## src/rtl/snd_pkg.sv

```systemverilog
// Shared sound-subsystem definitions: arbiter FSM encoding, pitch width,
// system clock rate and a half-period helper for building pitch tables.
package snd_pkg;

   localparam int unsigned CLK_HZ  = 50_000_000;
   localparam int          PITCH_W = 32;

   typedef enum logic [1:0] {
      ST_IDLE = 2'd0,
      ST_PLAY = 2'd1,
      ST_GAP  = 2'd2
   } snd_state_t;

   // Half-period in clk cycles for a tone of f_hz.
   function automatic int unsigned half_period(input int unsigned f_hz);
      return CLK_HZ / (2 * f_hz);
   endfunction

endpackage

```

## src/rtl/piezo_tone_gen.sv

```systemverilog
// Square-wave generator: toggles every latched_pitch clks, re-sampling the
// pitch only at half-period boundaries so live pitch sweeps stay glitch-free.
module piezo_tone_gen
   import snd_pkg::*;
#(
   parameter int PW = PITCH_W
) (
   input  logic          clk,
   input  logic          rst,
   input  logic          enable,
   input  logic [PW-1:0] pitch,
   output logic          square
);

   logic [PW-1:0] cnt;
   logic [PW-1:0] lat;

   always_ff @(posedge clk) begin
      if (rst) begin
         cnt    <= '0;
         lat    <= '0;
         square <= 1'b0;
      end else if (!enable || lat == '0) begin
         // idle or zero pitch: keep silent and track the source pitch each clk
         cnt    <= '0;
         lat    <= pitch;
         square <= 1'b0;
      end else if (cnt >= lat - PW'(1)) begin
         cnt    <= '0;
         lat    <= pitch;
         square <= ~square;
      end else begin
         cnt    <= cnt + PW'(1);
      end
   end

endmodule

```

## src/rtl/piezo_arbiter.sv

```systemverilog
// Strict-priority piezo arbiter with minimum hold and inter-sound gap.
// Optional PIEZO_ARB_MUTE_EN adds i_mute, which silences the pin without
// disturbing arbitration.
module piezo_arbiter
   import snd_pkg::*;
#(
   parameter int N_SRC       = 3,
   parameter int PW          = PITCH_W,
   parameter int GAP_MS      = 20,
   parameter int MIN_HOLD_MS = 50
) (
   input  logic                clk,
   input  logic                rst,
   input  logic                i_tick,
   input  logic [N_SRC-1:0]    i_req_en,
   input  logic [N_SRC*PW-1:0] i_req_pitch,
   output logic [N_SRC-1:0]    o_grant,
   output logic                o_busy,
   output logic                o_piezo
`ifdef PIEZO_ARB_MUTE_EN
   ,
   input  logic                i_mute
`endif
);

   localparam int HW = $clog2(MIN_HOLD_MS + 2);
   localparam int GW = $clog2(GAP_MS + 2);

   snd_state_t       state, state_n;
   logic [N_SRC-1:0] grant, grant_n, pri;
   logic [HW-1:0]    hold_cnt, hold_n;
   logic [GW-1:0]    gap_cnt, gap_n;
   logic [PW-1:0]    tone_pitch;
   logic             mute, square, drop, higher;

`ifdef PIEZO_ARB_MUTE_EN
   assign mute = i_mute;
`else
   assign mute = 1'b0;
`endif

   always_comb begin
      pri = '0;
      for (int k = N_SRC - 1; k >= 0; k--)
         if (i_req_en[k]) begin
            pri    = '0;
            pri[k] = 1'b1;
         end
   end

   // grant-1 on a one-hot vector masks exactly the higher-priority sources
   assign drop   = ~|(grant & i_req_en);
   assign higher = |(i_req_en & (grant - N_SRC'(1)));

   always_comb begin
      state_n = state;
      grant_n = grant;
      hold_n  = hold_cnt;
      gap_n   = gap_cnt;
      unique case (state)
         ST_IDLE: if (|i_req_en) begin
            state_n = ST_PLAY;
            grant_n = pri;
            hold_n  = '0;
         end
         ST_PLAY: begin
            if (i_tick && hold_cnt < HW'(MIN_HOLD_MS)) hold_n = hold_cnt + HW'(1);
            if (drop || (higher && hold_cnt >= HW'(MIN_HOLD_MS))) begin
               state_n = ST_GAP;
               grant_n = '0;
               hold_n  = '0;
               gap_n   = '0;
            end
         end
         ST_GAP: begin
            if (gap_cnt == GW'(GAP_MS)) begin
               gap_n   = '0;
               grant_n = pri;
               state_n = (|i_req_en) ? ST_PLAY : ST_IDLE;
            end else if (i_tick) begin
               gap_n = gap_cnt + GW'(1);
            end
         end
         default: state_n = ST_IDLE;
      endcase
   end

   always_ff @(posedge clk) begin
      if (rst) begin
         state    <= ST_IDLE;
         grant    <= '0;
         hold_cnt <= '0;
         gap_cnt  <= '0;
      end else begin
         state    <= state_n;
         grant    <= grant_n;
         hold_cnt <= hold_n;
         gap_cnt  <= gap_n;
      end
   end

   // Pitch follows the next grant so the latch is primed on the grant edge.
   always_comb begin
      tone_pitch = '0;
      for (int k = 0; k < N_SRC; k++)
         if (grant_n[k]) tone_pitch = i_req_pitch[k*PW +: PW];
   end

   piezo_tone_gen #(.PW(PW)) u_tone (
      .clk    (clk),
      .rst    (rst),
      .enable (|grant && !mute),
      .pitch  (tone_pitch),
      .square (square)
   );

   assign o_grant = grant;
   assign o_busy  = (state != ST_IDLE);
   assign o_piezo = square & (|grant) & ~mute;

endmodule

```

## config.mk

```make
export PLATFORM = sky130hd
export DESIGN_NAME = piezo_arbiter
export DESIGN_NICKNAME = d
export VERILOG_FILES = /design/src/rtl/snd_pkg.sv /design/src/rtl/piezo_tone_gen.sv /design/src/rtl/piezo_arbiter.sv
export SDC_FILE = /design/constraint.sdc
export NUM_CORES = 1
export LEC_CHECK = 0
export BUFFER_PORTS_ARGS = -buffer_cell sky130_fd_sc_hd__buf_2
export CAP_MARGIN = 5
export CORE_UTILIZATION = 60
export DETAILED_ROUTE_END_ITERATION = 16
export PLACE_DENSITY = 0.87
export SETUP_SLACK_MARGIN = 0.15
export SLEW_MARGIN = 20
export SYNTH_ARGS = -nofsm -noshare
export SYNTH_HDL_FRONTEND = slang
export SYNTH_SLANG_ARGS = --single-unit
```

## constraint.sdc

```tcl
create_clock -name clk -period 6.27 [get_ports clk]
set_clock_uncertainty 0.15 [all_clocks]
set_input_delay 0.627 -clock clk [delete_from_list [all_inputs] [get_ports clk]]
set_output_delay 0.627 -clock clk [all_outputs]
set_load 0.01 [all_outputs]
```

==> results.env, run 1 <==
RUN_STATUS='complete, no violations'
POST_DRT_VIA_CELL_RATIO=6.13
DETAIL_ROUTE.WL_PER_CELL_UM=16.2
CLOCK_TREE.HTREE_LEVEL_COUNT=3
WORSTSETUPENDPOINTTYPE='flop'
SYNTH_COMPOUND_AREA_SHARE_PCT=18.9
POST_SYNTH_INSTANCE_AREA_MM2=0.00508
INITIAL_UTILIZATION_PCT=61.9
DRT-INITIAL-DRC-COUNT=373
FP.DIEAREA_MM2=0.00884
SYNTHESIS.NETS=718
DPL_WORST_SLACK_NS=1.47
TIMING_HOLD_VIOLATIONS_FINAL=0
POST-SYNTH-TOP-COUNT-CELL='sky130_fd_sc_hd__dfxtp_1'
HPWL_UM=9580
POST-ROUTE-DRC-COUNT=0
NETLIST.AREA_LEADER.SHARE_PCT=31.9
SYNTH_MUX_AREA_SHARE_PCT=0
SLEW_HEADROOM_PCT=49.0
WORSTSKEWPAIRLATENCY_NS=0.36
FINALCRITICALPERIOD_NS=4.86
SYN-INSTANCE-COUNT=576
FLOORPLAN.ROWS=33
CP_CELL_SEQUENCE='or4_4 -> or4_4 -> or3_4 -> or3_1 -> nor4_1 -> xnor2_1 -> ha_1 -> a21oi_1 -> a21oi_1 -> a211oi_1 -> and3b_1 -> buf_4 -> a22o_1'
NUMBER_OF_ANTENNA_VIOLATIONS_AT_THE_FIRST_CHECK_IN_GLOBAL_ROUTING=0
DRT.ANTENNA.VIOLATING_NETS=0
REQUIRED_NS=6.41
FINAL_CELL_COUNT_NO_FILL=784
CLOCK_TREE_FROM_TRITONCTS='built'
SYNTH_SEQ_AREA_SHARE_PCT=31.9
CRITPATHLAUNCHTYPE='flop'
SIMPLE_LOGIC_CELL_FRACTION_OF_THE_SYNTHESIZED_AREA_PCT=23.9
LAYOUT_WORST_PATH_CYCLE_SHARE_PCT=77.5
CLOCK_SINKS=81
CRITICAL_PATH.TOP_DELAY_FAMILY='simple AND/OR/NAND/NOR gates'
SYNTHFLOPTYPE='sky130_fd_sc_hd__dfxtp_1'
TOP_FANOUT_VALUE_ON_THE_CRITICAL_PATH=33
WORST_SETUP_MARGIN_NS=1.41
CTS.HOLD.BUFFERS_ADDED=0
SETUP_TNS_NS=0
DRIVE_ABOVE_1_SHARE_PCT=20.5
FMAXACHIEVABLE_MHz=206
SYNTH_XOR_AREA_SHARE_PCT=11.9
PLACEDCELLCOUNT=768
DIE_W_UM=94.0
GRT_MAX_DEGREE=34
SETUP_VIOL_COUNT_FINAL=0
POST_CTS.RESIZED_INSTANCES=0
ANTENNA_DIODE_INSTANCE_COUNT=0
CELLPOWERDENSITY_mW_PER_MM2=281
SYNTH_ENABLE_FLOP_CELLS=0
SYNTHESIS.AREA_PER_INSTANCE_UM2=8.82
CLK_ROOT_BUFFER_CELL='sky130_fd_sc_hd__clkbuf_8'
IO_BUFFERS=106
DIE_H_UM=94.0
SYNTH_AREA_LEADERS='sky130_fd_sc_hd__dfxtp_1, sky130_fd_sc_hd__ha_1, sky130_fd_sc_hd__xnor2_1, sky130_fd_sc_hd__a221o_1, sky130_fd_sc_hd__a22o_1'
FINALWEIGHTEDCONGESTION=0.926
YOSYS_REGISTER_BITS=81
ROUTE.VIAS.TOTAL=4807
YOSYS_WARNINGS=0
POST_CTS.REPAIR.SETUP_BUFFERS=0
ADDER_CELL_AREA_SHARE_OF_THE_YOSYS_NETLIST_PCT=9.85
ACTUAL_SLEW_AT_THE_WORST_MAX_SLEW_PIN_NS=0.765
SYNTH_COMMON_CELLS='sky130_fd_sc_hd__dfxtp_1, sky130_fd_sc_hd__nor2_1, sky130_fd_sc_hd__ha_1'
IO-PIN-COUNT=107
YS_TYPES=54
DRT_PASS1_ITERATIONS=5
REG2REG_FROM='u_tone.lat[11]'
FIN_NETS=817
SYN2LAYOUT_AREA_GROWTH_PCT=16.6
PATH_BUF_INV=1
IR_WORST_VDD_mV=0.145
POWER_LEAKAGE_uW=0.00259
SYNTH_TOP_FAMILY_BY_AREA='simple AND/OR/NAND/NOR gates'
CRIT_PATH_MAX_INCR_DELAY_NS=0.58
ROUTED_WIRE_LENGTH_UM=12700
SYNTHARSTFLOPSHARE_PCT=0
PATH_CLASS='reg -> reg'
TIMING.CRITICAL_PATH.ARRIVAL_NS=5.00
PLACEMENT.CELL_AREA_MM2=0.00568
MAX-CAP-VIOLATIONS=0
SLOWEST_STAGE='sky130_fd_sc_hd__a211oi_1'
TIMING.HOLD.WORST.START='u_tone.cnt[0]'
GRT_REMAINING_OVERFLOW=0
HOLDCRITPATHCLASS='reg -> reg'
GLOBAL_ROUTE_WIRE_LENGTH_BEFORE_REPAIR_UM=20900
DRV_SLEW=0
SETUP.WORST_PATH.START='u_tone.lat[11]'
WORST_SETUP_HOLD_PATH_CLK_SLEW_NS=0.09
POST-ROUTE-CELL-AREA_MM2=0.00593
NETLIST.TOP_CELL.BY_AREA='sky130_fd_sc_hd__dfxtp_1'
RSZ0062_AT_GRT='no'
FIRST_GLOBAL_VIAS=4660
CTS_MADE_BUFFERS=9
STANDARD_CELL_CORE_AREA_MM2=0.00822
CLOCK_BUFFER_DEPTH=2
GR-USAGE-ALL-LAYERS_PCT=29.8
-- worst reg2reg max path: cells and delay by family, from the launching register on --
kind	cells	cell delay (ns)
compound gates	4	1.03
flops	1	0.36
simple gates	6	2.45
xor+xnor	1	0.19
buf+inv	1	0.32
fa+ha+maj	1	0.29
-- worst paths after layout --
path	end	slack (ns)	depth (start not counted)
worst min-delay path	u_tone.cnt[0]	0.34	1
worst max register to register	u_tone.lat[7]	1.41	13
worst max-delay path	u_tone.lat[7]	1.41	13
worst min register to register	u_tone.cnt[0]	0.34	1
-- metrics by stage --
step,total power [µW],hold slack (ns),util [%]
final,1670,0.344,72.1
after global routing,1750,0.370,72.1
after CTS,1660,0.339,72.0
after detailed placement,1200,0.321,69.1
after global placement,1160,0.305,69.1
after floorplan,1050,0.291,-
-- final cells by class --
cell class / count / area, µm²
clock buffer: 9 / 124
clock inverter: 6 / 115
fill: 635 / 2290
inverter: 15 / 56.3
multi-input combinational: 456 / 3300
sequential: 81 / 1620
tap: 105 / 131
timing repair buffer: 112 / 579
-- state kept, by name (all words and copies together) (netlist names) --
register and flops:
gap_cnt 5, state 2, u_tone.cnt 32, hold_cnt 6, u_tone.square 1, o_grant 3, u_tone.lat 32
-- power breakdown --
part / switching, µW / internal (µW) / total [µW]
Sequential: 50.2 / 549 / 599
Combinational: 331 / 278 / 609
Clock: 195 / 265 / 460
-- cell usage in the layout, fill, tap and decap left out, types with 18 or more instances in the layout --
cell                      synthesis  routed
sky130_fd_sc_hd__buf_2            4     106
sky130_fd_sc_hd__dfxtp_1         81      81
sky130_fd_sc_hd__nor2_1          72      72
sky130_fd_sc_hd__ha_1            40      40
sky130_fd_sc_hd__xnor2_1         38      38
sky130_fd_sc_hd__and3_1          37      37
sky130_fd_sc_hd__a221o_1         32      32
sky130_fd_sc_hd__a22o_1          32      32
sky130_fd_sc_hd__xor2_1          31      31
sky130_fd_sc_hd__nand2_1         26      26
sky130_fd_sc_hd__nand3_1         20      20
sky130_fd_sc_hd__nor3_1          18      18
-- metal layers --
layer	track usage [%]	part of all wire, %	vias up
li1	-	-	2346
met1	36.3	43	2245
met2	51.9	50	176
met3	3.80	4.5	40
met4	13.7	3.0	0
met5	0	0	-
-- kinds of logic (layout without fill, tap and decap cells) --
group	count (synthesis)	in the layout
AND/OR/NAND/NOR	231	231
buffers and inverters	39	142
adder cells (fa/ha/maj)	40	40
AO/OA/AOI/OAI	116	116
XOR/XNOR	69	69
flip-flops	81	81
(Power assumes the default switching activity.)
==> run 2: changes to the inputs <==
Settings changed: CORE_UTILIZATION 60 to 50, PLACE_DENSITY 0.87 to 0.77.
Clock period 6.27 ns to 4.2 ns, I/O delays scaled along.
==> run 2 against run 1 <==
Net effect:
- non-clock buffer count increased by 12
- setup slack got worse by 1.3 ns
- count of clock-buffer cells in the layout increased by 1
- first-iteration DRC count decreased by 47%
- register-to-register slack got worse by 1.3 ns
- global-route usage decreased by 4.4 points
- cell area increased by 5.2%
- via count decreased by 0.27%
- power increased by 50%
==> results.env, run 2 (synthesis results as in run 1) <==
RUN_STATUS='complete, no violations'
TOP_FANOUT_VALUE_ON_THE_CRITICAL_PATH=17
SLOWEST_STAGE='sky130_fd_sc_hd__or4_4'
HOLDCRITPATHCLASS='in -> reg'
CRITICAL_PATH.TOP_DELAY_FAMILY='simple AND/OR/NAND/NOR gates'
DRT-INITIAL-DRC-COUNT=197
DRV_SLEW=0
HOLD_CRITICAL_PATH_DEPTH=2
TIMING_HOLD_VIOLATIONS_FINAL=0
PLACEDCELLCOUNT=801
STANDARD_CELL_CORE_AREA_MM2=0.00982
MOSTFREQUENTLAYOUTCELL='sky130_fd_sc_hd__buf_2'
FIN_TOTAL_PWR_uW=2500
CRIT_PATH_MAX_INCR_DELAY_NS=0.52
REG2REG_FROM='u_tone.lat[11]'
ROUTED_WIRE_LENGTH_UM=12900
DIE_W_UM=103
RSZ0062_AT_GRT='yes'
FIN_HOLD_WS_NS=0.235
IO_BUFFERS=106
REQUIRED_NS=4.35
CP_CELL_SEQUENCE='or4_4 -> or4_4 -> or3_4 -> or3_4 -> nor4_4 -> xnor2_1 -> ha_1 -> a21oi_2 -> a21oi_2 -> a211oi_2 -> buf_4 -> and3b_2 -> buf_12 -> a22o_1'
SETUP.WORST_PATH.START='u_tone.lat[11]'
TIMING.HOLD.WORST.START='rst'
WORSTSKEWPAIRLATENCY_NS=0.36
INITIAL_UTILIZATION_PCT=51.8
SLEW_HEADROOM_PCT=49.8
WORST-R2R-CELL-COUNT=14
CTS_MADE_BUFFERS=9
NUMBER_OF_ANTENNA_VIOLATIONS_AT_THE_FIRST_CHECK_IN_GLOBAL_ROUTING=0
POST-ROUTE-DRC-COUNT=0
FP.DIEAREA_MM2=0.0106
FLOORPLAN.ROWS=36
SETUP_VIOL_COUNT_FINAL=0
HPWL_UM=9570
FINALWEIGHTEDCONGESTION=0.896
CLOCK_SINKS=81
CELLPOWERDENSITY_mW_PER_MM2=401
DRIVE_ABOVE_1_SHARE_PCT=25.4
POWER_LEAKAGE_uW=0.00267
ACTUAL_SLEW_AT_THE_WORST_MAX_SLEW_PIN_NS=0.753
ROUTE.VIAS.TOTAL=4794
LARGESTREGISTERS='u_tone.cnt x32, u_tone.lat x32, hold_cnt x6'
CTS.HOLD.BUFFERS_ADDED=0
TIMING.CRITICAL_PATH.ARRIVAL_NS=4.23
FINAL_CELL_COUNT_NO_FILL=825
WORSTSETUPENDPOINTTYPE='flop'
CLOCK_BUFFER_DEPTH=2
FIN_NETS=829
MAX-CAP-VIOLATIONS=0
DRT_PASS1_ITERATIONS=7
STAGES_ON_WORST_SETUP_PATH=14
POST_DRT_VIA_CELL_RATIO=5.81
GR-USAGE-ALL-LAYERS_PCT=25.4
CRITPATHLAUNCHTYPE='flop'
IR_WORST_VDD_mV=0.179
SETUP_TNS_NS=0
DRT.ANTENNA.VIOLATING_NETS=0
DIE_H_UM=103
FINALCRITICALPERIOD_NS=4.08
GLOBAL_ROUTE_WIRE_LENGTH_BEFORE_REPAIR_UM=21000
LAYOUT_WORST_PATH_CYCLE_SHARE_PCT=97.2
PATH_BUF_INV=2
SYN2LAYOUT_AREA_GROWTH_PCT=22.7
DETAIL_ROUTE.WL_PER_CELL_UM=15.7
GRT_REMAINING_OVERFLOW=0
PATH_CLASS='reg -> reg'
ANTENNA_DIODE_INSTANCE_COUNT=0
CLK_ROOT_BUFFER_CELL='sky130_fd_sc_hd__clkbuf_8'
FIRST_GLOBAL_VIAS=4538
FMAXACHIEVABLE_MHz=245
GRT_MAX_DEGREE=34
POST-ROUTE-CELL-AREA_MM2=0.00623
FINAL_CELL_MIX='sky130_fd_sc_hd__buf_2, sky130_fd_sc_hd__dfxtp_1, sky130_fd_sc_hd__nor2_1'
IO-PIN-COUNT=107
PLACEMENT.CELL_AREA_MM2=0.00580
WORST_SETUP_HOLD_PATH_CLK_SLEW_NS=0.09
CLOCK_TREE.HTREE_LEVEL_COUNT=3
CLOCK_TREE_FROM_TRITONCTS='built'
==> run 2: cell count changes in the layout (fill, tap and decap cells not counted), moves of 2 or more <==
cell                      delta
sky130_fd_sc_hd__dfxtp_1     -2
sky130_fd_sc_hd__a21oi_1     -2
sky130_fd_sc_hd__buf_12      +3
sky130_fd_sc_hd__nor2_4     +10
sky130_fd_sc_hd__dfxtp_2     +2
sky130_fd_sc_hd__o21ai_0     -2
sky130_fd_sc_hd__buf_4       +8
sky130_fd_sc_hd__nor2_1     -11
sky130_fd_sc_hd__a21oi_2     +2
sky130_fd_sc_hd__nor4_1      -2
sky130_fd_sc_hd__nor3_1      -2
==> run 2: worst paths after layout <==
kind	endpoint	slack [ns]
setup / recovery	u_tone.lat[15]	0.12
hold / removal	o_grant[2]	0.24
setup reg to reg	u_tone.lat[15]	0.12
hold reg to reg	u_tone.cnt[0]	0.35
==> run 2: power by group <==
part	switching (µW)	total (µW)	internal, µW
clock	291	629	338
combinational	514	974	461
sequential	75.3	896	820
total	880	2500	1620
==> run 2: final cells by class <==
cell class              instances  area, µm²
clock buffers                  10        128
inverters                      15       56.3
clock inverters                 6       90.1
fillers                       869       3580
multi-input cells             456       3450
well taps                     133        166
repair buffers                124        724
flip-flops and latches         81       1620
==> run 2: repair_timing <==
item | in CTS | in global routing
buffers inserted | 5 | 1
pin swaps | 2 | 14
hold endpoints to repair | 0 | 0
cloned | 1 | 1
gates resized for setup | 13 | 25
setup endpoints to repair | 64 | 65
==> run 2: metal layers <==
metal / track usage [%] / wire [µm] / share of wire [%]
met1: 32.4 / 5730 / 44
met2: 42.6 / 6290 / 49
met3: 4.88 / 612 / 4.7
met4: 9.43 / 308 / 2.4
met5: 0 / 0 / 0
==> run 2: stage by stage <==
| stage | worst slack [ns] | utilization, % |
|---|---|---|
| 4_1_cts | 0.128 | 62.4 |
| 3_3_place_gp | 0.0935 | 59.0 |
| 6_report | 0.119 | 63.5 |
| 2_1_floorplan | 0.188 | - |
| 3_5_place_dp | -0.0826 | 59.0 |
| 5_1_grt | -0.0429 | 63.5 |
